File: src/rtl/rect_filler_pkg.sv
// Shared types and constants for the rectangle filler.
// Pixel packing, burst geometry and FSM state encoding.
package rect_filler_pkg;

  localparam logic [7:0] PIX_PAD = 8'h00;
  localparam int BURST_PIXELS = 8;
  localparam int BEAT_PIXELS = 4;

  typedef enum logic [2:0] {
    S_IDLE,
    S_INIT,
    S_W0,
    S_W1,
    S_FIN
  } state_t;

  function automatic logic [31:0] pack_pixel(
    input logic [23:0] c
  );
    return {PIX_PAD, c};
  endfunction

endpackage

File: src/rtl/rect_filler_beat_masker.sv
// Byte mask for one 4-pixel beat of a burst.
// Ports: bx burst column, beat 0/1, x0/x1 bounds -> mask (1 = skip byte).
module rect_filler_beat_masker
  import rect_filler_pkg::*;
#(
  parameter int COORD_W = 10
) (
  input  logic [COORD_W-4:0] bx,
  input  logic               beat,
  input  logic [COORD_W-1:0] x0,
  input  logic [COORD_W-1:0] x1,
  output logic [15:0]        mask
);

  logic [COORD_W:0] px;

  always_comb begin
    mask = '0;
    px = '0;
    for (int i = 0; i < BEAT_PIXELS; i++) begin
      // {bx,beat,00} == bx*8 + beat*4
      px = {1'b0, bx, beat, 2'b00}
         + (COORD_W+1)'(i);
      if (px < {1'b0, x0} || px > {1'b0, x1})
        mask[4*i +: 4] = 4'hF;
    end
  end

endmodule

File: src/rtl/rect_filler.sv
// Fills an inclusive rectangle of the DDR2 frame buffer with one colour.
// Ports: command (valid/ready, color, x0..y1), FIFO pushes, done pulse.
module rect_filler
  import rect_filler_pkg::*;
#(
  parameter int          H_RES       = 1024,
  parameter int          V_RES       = 768,
  parameter int          LINE_STRIDE = 1024,
  parameter logic [30:0] FB_BASE     = 31'h0001_0000,
  parameter int          COORD_W     = 10
) (
  input  logic               clk,
  input  logic               rst,
  input  logic               valid,
  input  logic [23:0]        color,
  input  logic [COORD_W-1:0] x0,
  input  logic [COORD_W-1:0] y0,
  input  logic [COORD_W-1:0] x1,
  input  logic [COORD_W-1:0] y1,
  input  logic               af_full,
  input  logic               wdf_full,
  output logic [127:0]       wdf_din,
  output logic               wdf_wr_en,
  output logic [30:0]        af_addr_din,
  output logic               af_wr_en,
  output logic [15:0]        wdf_mask_din,
  output logic               ready,
  output logic               done
);

  localparam int BXW = COORD_W - 3;
  localparam logic [COORD_W-1:0] X_MAX =
    COORD_W'(H_RES - 1);
  localparam logic [COORD_W-1:0] Y_MAX =
    COORD_W'(V_RES - 1);
  localparam logic [30:0] STRIDE =
    31'(LINE_STRIDE);

  state_t state, state_nx;

  logic [23:0]        color_q;
  logic [COORD_W-1:0] x0_q, x1_q;
  logic [COORD_W-1:0] y_q, y1_q, cnt_q;
  logic [BXW-1:0]     bx_q;
  logic [30:0]        base_q;
  logic               beat;

  logic [COORD_W-1:0] x1_c, y1_c;
  logic               inverted;
  logic               bx_end, row_end;

  assign x1_c = (x1 > X_MAX) ? X_MAX : x1;
  assign y1_c = (y1 > Y_MAX) ? Y_MAX : y1;
  assign inverted = (x0 > x1_c) || (y0 > y1_c);

  assign bx_end  = (bx_q == x1_q[COORD_W-1:3]);
  assign row_end = (y_q == y1_q);

  assign af_addr_din = base_q
    + {{(31-COORD_W){1'b0}}, bx_q, 3'b000};
  assign wdf_din = {4{pack_pixel(color_q)}};

  rect_filler_beat_masker #(
    .COORD_W(COORD_W)
  ) u_masker (
    .bx  (bx_q),
    .beat(beat),
    .x0  (x0_q),
    .x1  (x1_q),
    .mask(wdf_mask_din)
  );

  always_ff @(posedge clk or negedge rst) begin
    if (!rst) state <= S_IDLE;
    else      state <= state_nx;
  end

  always_comb begin
    state_nx  = state;
    ready     = 1'b0;
    done      = 1'b0;
    af_wr_en  = 1'b0;
    wdf_wr_en = 1'b0;
    beat      = 1'b0;
    unique case (state)
      S_IDLE: begin
        ready = 1'b1;
        if (valid)
          state_nx = inverted ? S_FIN : S_INIT;
      end
      S_INIT: begin
        if (cnt_q == '0) state_nx = S_W0;
      end
      S_W0: begin
        if (!af_full && !wdf_full) begin
          af_wr_en  = 1'b1;
          wdf_wr_en = 1'b1;
          state_nx  = S_W1;
        end
      end
      S_W1: begin
        beat = 1'b1;
        if (!wdf_full) begin
          wdf_wr_en = 1'b1;
          state_nx  = (bx_end && row_end)
                    ? S_FIN : S_W0;
        end
      end
      S_FIN: begin
        done     = 1'b1;
        state_nx = S_IDLE;
      end
      default: state_nx = S_IDLE;
    endcase
  end

  // Row base = FB_BASE + y0*LINE_STRIDE is built by
  // one stride add per INIT cycle, y0 cycles in total.
  always_ff @(posedge clk or negedge rst) begin
    if (!rst) begin
      color_q <= '0;
      x0_q    <= '0;
      x1_q    <= '0;
      y_q     <= '0;
      y1_q    <= '0;
      cnt_q   <= '0;
      bx_q    <= '0;
      base_q  <= '0;
    end else begin
      if (state == S_IDLE && valid) begin
        color_q <= color;
        x0_q    <= x0;
        x1_q    <= x1_c;
        y_q     <= y0;
        y1_q    <= y1_c;
        cnt_q   <= y0;
        bx_q    <= x0[COORD_W-1:3];
        base_q  <= FB_BASE;
      end
      if (state == S_INIT && cnt_q != '0) begin
        cnt_q  <= cnt_q - COORD_W'(1);
        base_q <= base_q + STRIDE;
      end
      if (state == S_W1 && !wdf_full
          && !(bx_end && row_end)) begin
        if (!bx_end) begin
          bx_q <= bx_q + BXW'(1);
        end else begin
          bx_q   <= x0_q[COORD_W-1:3];
          y_q    <= y_q + COORD_W'(1);
          base_q <= base_q + STRIDE;
        end
      end
    end
  end

endmodule

File: config.mk
export PLATFORM = sky130hd
export DESIGN_NAME = rect_filler
export DESIGN_NICKNAME = d
export VERILOG_FILES = /design/src/rtl/rect_filler_pkg.sv /design/src/rtl/rect_filler_beat_masker.sv /design/src/rtl/rect_filler.sv
export SDC_FILE = /design/constraint.sdc
export NUM_CORES = 1
export LEC_CHECK = 0
export BUFFER_PORTS_ARGS = -buffer_cell sky130_fd_sc_hd__clkbuf_2
export CORE_MARGIN = 5
export CORE_UTILIZATION = 49
export CTS_CLUSTER_DIAMETER = 80
export DETAILED_ROUTE_END_ITERATION = 12
export HOLD_SLACK_MARGIN = 0.03
export PLACE_DENSITY_LB_ADDON = 0.05
export SLEW_MARGIN = 20
export SYNTH_ARGS = -nofsm -noshare
export SYNTH_HDL_FRONTEND = slang
export SYNTH_HIERARCHICAL = 1
export SYNTH_SLANG_ARGS = --single-unit
File: constraint.sdc
create_clock -name clk -period 3.73 [get_ports clk]
set_input_delay 0.746 -clock clk [delete_from_list [all_inputs] [get_ports clk]]
set_output_delay 0.746 -clock clk [all_outputs]
set_load 0.005 [all_outputs]
# == Word level (Yosys, flattened, before mapping) ==
# Cells that the tools add are included.
# word_totals
elab_cells,91
output_inout_bits,179
in_bits,69
reg_bits,115
# classes
eq_ne,10
add_sub_neg,8
magnitude_cmp,12
n_reduce_logical,20
mux,32
# ops
op,count
two-way mux 31 bit,4
two-way mux 10 bit,7
greater-than comparator 11 x 10 -> 1 bit,3
< comparator 11 x 10 -> 1 bit,3
adder 31 x 10 -> 31 bit,1
"adder 31 x 11 -> 31 bit, second input constant",1
greater-than comparator 10 bit,3
"adder 10 x 2 -> 11 bit, second input constant",2
two-way mux 7 bit,3
"greater-than comparator 10 bit, second input constant",2
two-way mux 3 bit,6
two-way mux 4 bit,4
case mux 3 bit (4 select lines),1
"adder 10 x 1 -> 11 bit, second input constant",1
"adder 10 x 1 -> 10 bit, second input constant",1
equality test 10 bit,1
zero test 10 bit,1
< comparator 10 bit,1
nonzero test 10 bit,1
"subtractor 10 x 1 -> 10 bit, second input constant",1
"!= test 2 bit, second input constant",4
"adder 7 x 1 -> 7 bit, second input constant",1
equality test 7 bit,1
"equality test 3 x 2 -> 1 bit, second input constant",2
other kinds (10),27

# == Longest topological paths before layout ==
# logic_depth
ltp_word,7
mapped_depth,10
depth_no_buf,9

# == Cells and area by module ==
# Netlist, hierarchy kept.
# modules_own_cells
module,seq_area_each_um2,area_each_um2,n_inst,cells_per_inst
rect_filler,2877.8,7373.3,1,841
rect_filler_beat_masker,0.0,694.4,1,96

# == Worst setup path before layout ==
# OpenSTA, ideal clock, no wires.
# synth_timing
kind,reg-to-output
from,reg bx_q[0]
to,out af_addr_din[11]
t_arrival_ns,2.223
path_buffers,0
path_slack_ns,0.761
stages_incl_launch_ff,10
required_time_ns,2.984
path_cell_list,dfrtp_1 > ha_1 > inv_1 > fa_1 > nor2b_1 > o21ai_0 > a21boi_0 > o211ai_1 > a21boi_0 > xor2_1
# synth_via
elab_chain_cells,1
# synth_lines
element,line,text
"start, declared",rect_filler.sv:44,logic [BXW-1:0] bx_q;
"start signal, assigned",rect_filler.sv:137,bx_q <= x0[COORD_W-1:3];
"start signal, assigned",rect_filler.sv:147,bx_q <= bx_q + BXW'(1);
"start signal, assigned",rect_filler.sv:149,bx_q <= x0_q[COORD_W-1:3];
adder 31 x 10 -> 31 bit,rect_filler.sv:60,"+ {{(31-COORD_W){1'b0}}, bx_q, 3'b000};"
"end, declared",rect_filler.sv:24,"output logic [30:0] af_addr_din,"
# Every way passes these cells.

# == Worst setup path in the final report ==
# layout_timing
from,reg bx_q[1]
to,out af_addr_din[15]
# Same word-level chain as after synthesis.

==> metrics.csv <==
metric,value,unit
hpwl dp,14600,µm
"Async S/R FF share, synth",100,%
Routed WL,19500,µm
CTS Root Cell,clkbuf_16,
post-synthesis instance area,8070,µm²
Syn Area/Cell,8.61,µm²
crit path buf inv count,3,
Max Fclk,0.291,GHz
die boundary width,138,µm
Post-Route Utilization,56.3,%
startpoint types,register,
Min Hold Slack,0.332,ns
DIE HEIGHT,138,µm
IO buf count,215,
unrepaired setup endpoints after global routing,false,
worst r2r path cells,8,
Tcrit/Tclk final,92.1,%
H-Tree Level Count,4,
"Clk pin slew, worst setup/hold paths",0.05,ns
Layout area overhead,14.1,%
die footprint,19100,µm²
Rows,47,
synth unique cells,61,
clock sink count,115,
critical path required time,2.98,ns
vias after detailed routing,6610,
initial antenna violation count,0,
max-slew violation count,0,
CTS tree,done,
final net count,1181,
Post-synth EDFFs,0,
worst rel slew slack,39.0,%
CP max-delay cell,dfrtp_1,
Overflow after GRT,0,
post-synthesis register bit count,115,
"Critical Path, Cell by Cell",inv_1 -> fa_1 -> nor2b_1 -> o21ai_0 -> a21boi_2 -> o211ai_1 -> buf_4 -> a21boi_0 -> xor2_1 -> clkbuf_2,
maximum vdd ir drop,0.636,mV
share of layout cells above drive strength 1,26.7,%
Pwr Total,0.00653,W
I/O pin cnt,248,
number of buffers created by CTS,17,
Setup Skew,0.00908,ns
dominant synthesized flop cell,dfrtp_1,
dpl cell area,8600,µm²
Cells after Synth,937,
clk buf depth,2,
pwr dens,709,nW/µm²
largest net degree at the start of global routing,89,
Final setup viols,0,
Critical Path Sink Type,primary output,
Leakage,4.78,nW
DRC,0,
Tot GR Track Use,20.4,%
Hold Crit Class,in -> async,
Max Cap Viol,0,
crit-path max FO,10,
Setup TNS Final,0,ns
Final ANT Viol Nets,0,
worst skew pair latency,0.41,ns
GPL Wtd Cong,0.800,
Antenna diodes,0,
Initial Utilization,49.3,%
global-route wire length before repair,32500,µm
yosys warns,6,
number of global-route vias before repair,6336,
initial DRC count,305,
min cycle time layout,3.44,ns
Core Region,16300,µm²
Critical Path Stages,10,
1st-pass router iterations,5,
max incr delay on CP,0.47,ns
kind of critical path,reg -> out,
Tightest Pin Transition,0.914,ns
vias per inst,5.11,
register area share after synthesis,35.7,%
Finished Cell Area,9200,µm²
outcome,completed,
Worst Path Arrival,2.69,ns
wire length per cell,15.1,µm
crit-path leading delay family,compound AO/OA/AOI/OAI gates,
"Hold Vio Cnt, Final",0,
what timing repair did:
item,CTS,global route
hold buffers,0,0
endpoints found under the setup margin,0,10
setup buffers,0,0
gates resized for setup,0,2
flip-flops by register name (all words and copies together), names as in the netlist:
| register | count |
|---|---|
| x1_q | 10 |
| y_q | 10 |
| x0_q | 10 |
| state | 3 |
| base_q | 31 |
| cnt_q | 10 |
| bx_q | 7 |
| color_q | 24 |
| y1_q | 10 |
metrics by stage:
stage | setup slack, ns | cells
after floorplan | 0.761 | 968
after global placement | 0.631 | 1263
after detailed placement | 0.547 | 1263
after CTS | 0.0845 | 1294
after global routing | 0.0600 | 1294
final | 0.295 | 1294
worst reg2reg max path, stage by stage, from the launching register on:
cell and delay (ns):
dfrtp_1 0.36, inv_1 0.09, ha_1 0.19, or4b_1 0.58
o31a_1 0.48, a31oi_4 0.52, buf_4 0.35, or3_1 0.15
o211ai_1 0.09
layout make-up:
| cell class | count | area [µm²] |
|---|---|---|
| clock buffers | 20 | 467 |
| clock inverters | 11 | 134 |
| fillers | 1560 | 7140 |
| inverters | 45 | 169 |
| multi-input cells | 654 | 4100 |
| flip-flops and latches | 115 | 2880 |
| well taps | 220 | 275 |
| repair buffers | 229 | 1180 |
final timing paths:
| check | startpoint | end | slack (ns) |
|---|---|---|---|
| max | bx_q[1] | af_addr_din[15] | 0.29 |
| min reg2reg | base_q[1] | base_q[1] | 0.49 |
| min in group clk | base_q[1] | base_q[1] | 0.49 |
| max in group asynchronous | rst | color_q[18] | 2.56 |
| min | rst | x1_q[2] | 0.33 |
| max reg2reg | cnt_q[0] | base_q[27] | 0.78 |
report_power, final:
part           switching [W]  leakage [nW]  internal [W]  total, W
clock               0.000576         0.305       0.00109   0.00167
sequential          0.000511          1.49       0.00167   0.00218
combinational        0.00139          2.98       0.00129   0.00268
cell families after synthesis:
group	count (synthesis)	synth area share, %
AO/OA/AOI/OAI	167	13.6
buffers and inverters	199	15.2
adder cells (fa/ha/maj)	50	7.85
flip-flops	115	35.7
AND/OR/NAND/NOR	334	19.5
multiplexers	25	3.18
other	1	0.0465
XOR/XNOR	46	4.99
synth_stat cells, drive strengths merged (2+ instances only):
cell type / number / share of area, %
nand2: 160 / 7.4
and3: 10 / 0.78
a211oi: 8 / 0.81
mux2: 5 / 0.70
o221a: 5 / 0.70
a21oi: 43 / 2.7
or4: 6 / 0.56
nor4: 8 / 0.62
and2: 13 / 1.0
nor3b: 2 / 0.19
or3: 10 / 0.78
nand3: 21 / 1.4
o31ai: 10 / 0.99
nand2b: 11 / 0.85
o22ai: 7 / 0.54
nor2b: 3 / 0.23
inv: 45 / 2.1
a2111oi: 3 / 0.33
o41ai: 3 / 0.33
nor3: 18 / 1.2
ha: 49 / 7.6
o311ai: 4 / 0.43
nand4: 18 / 1.6
dfrtp: 115 / 36
o21ai: 43 / 2.7
xnor2: 17 / 1.8
buf: 129 / 12
a31oi: 5 / 0.57
a21boi: 4 / 0.37
nor2: 48 / 2.2
o211ai: 13 / 1.2
clkbuf: 25 / 1.2
mux2i: 20 / 2.5
o21a: 5 / 0.47
a21o: 7 / 0.65
xor2: 29 / 3.1
or2: 4 / 0.31
routing by layer:
metal / routed length [µm] / vias up / global-route usage (%) / share of wire (%)
met5: 0 / - / 0 / 0
met1: 8750 / 3068 / 26.3 / 45
met3: 1240 / 9 / 5.70 / 6.4
met4: 115 / 0 / 4.11 / 0.59
met2: 9370 / 205 / 34.7 / 48
li1: - / 3328 / - / -
placed cells by master (no fill, tap or decap), drive strengths merged, types with 2 or more instances in the layout:
master / instances
nor2: 48
conb: 32
a2111oi: 3
and3: 10
dfrtp: 115
xnor2: 17
and2: 13
o22ai: 7
clkinv: 8
nand3: 21
o21ai: 43
or2: 4
nor3: 18
mux2: 5
a21oi: 43
or3: 10
o41ai: 3
o221a: 5
nor2b: 3
inv: 45
a21o: 7
nor4: 8
a31oi: 5
nor3b: 2
o311ai: 4
nand2b: 11
clkbuf: 234
or4: 6
mux2i: 20
nand4: 18
o21a: 5
buf: 15
o31ai: 10
nand2: 160
ha: 49
a211oi: 8
xor2: 29
a21boi: 4
o211ai: 13
bufinv: 3
(Power assumes the default switching activity.)
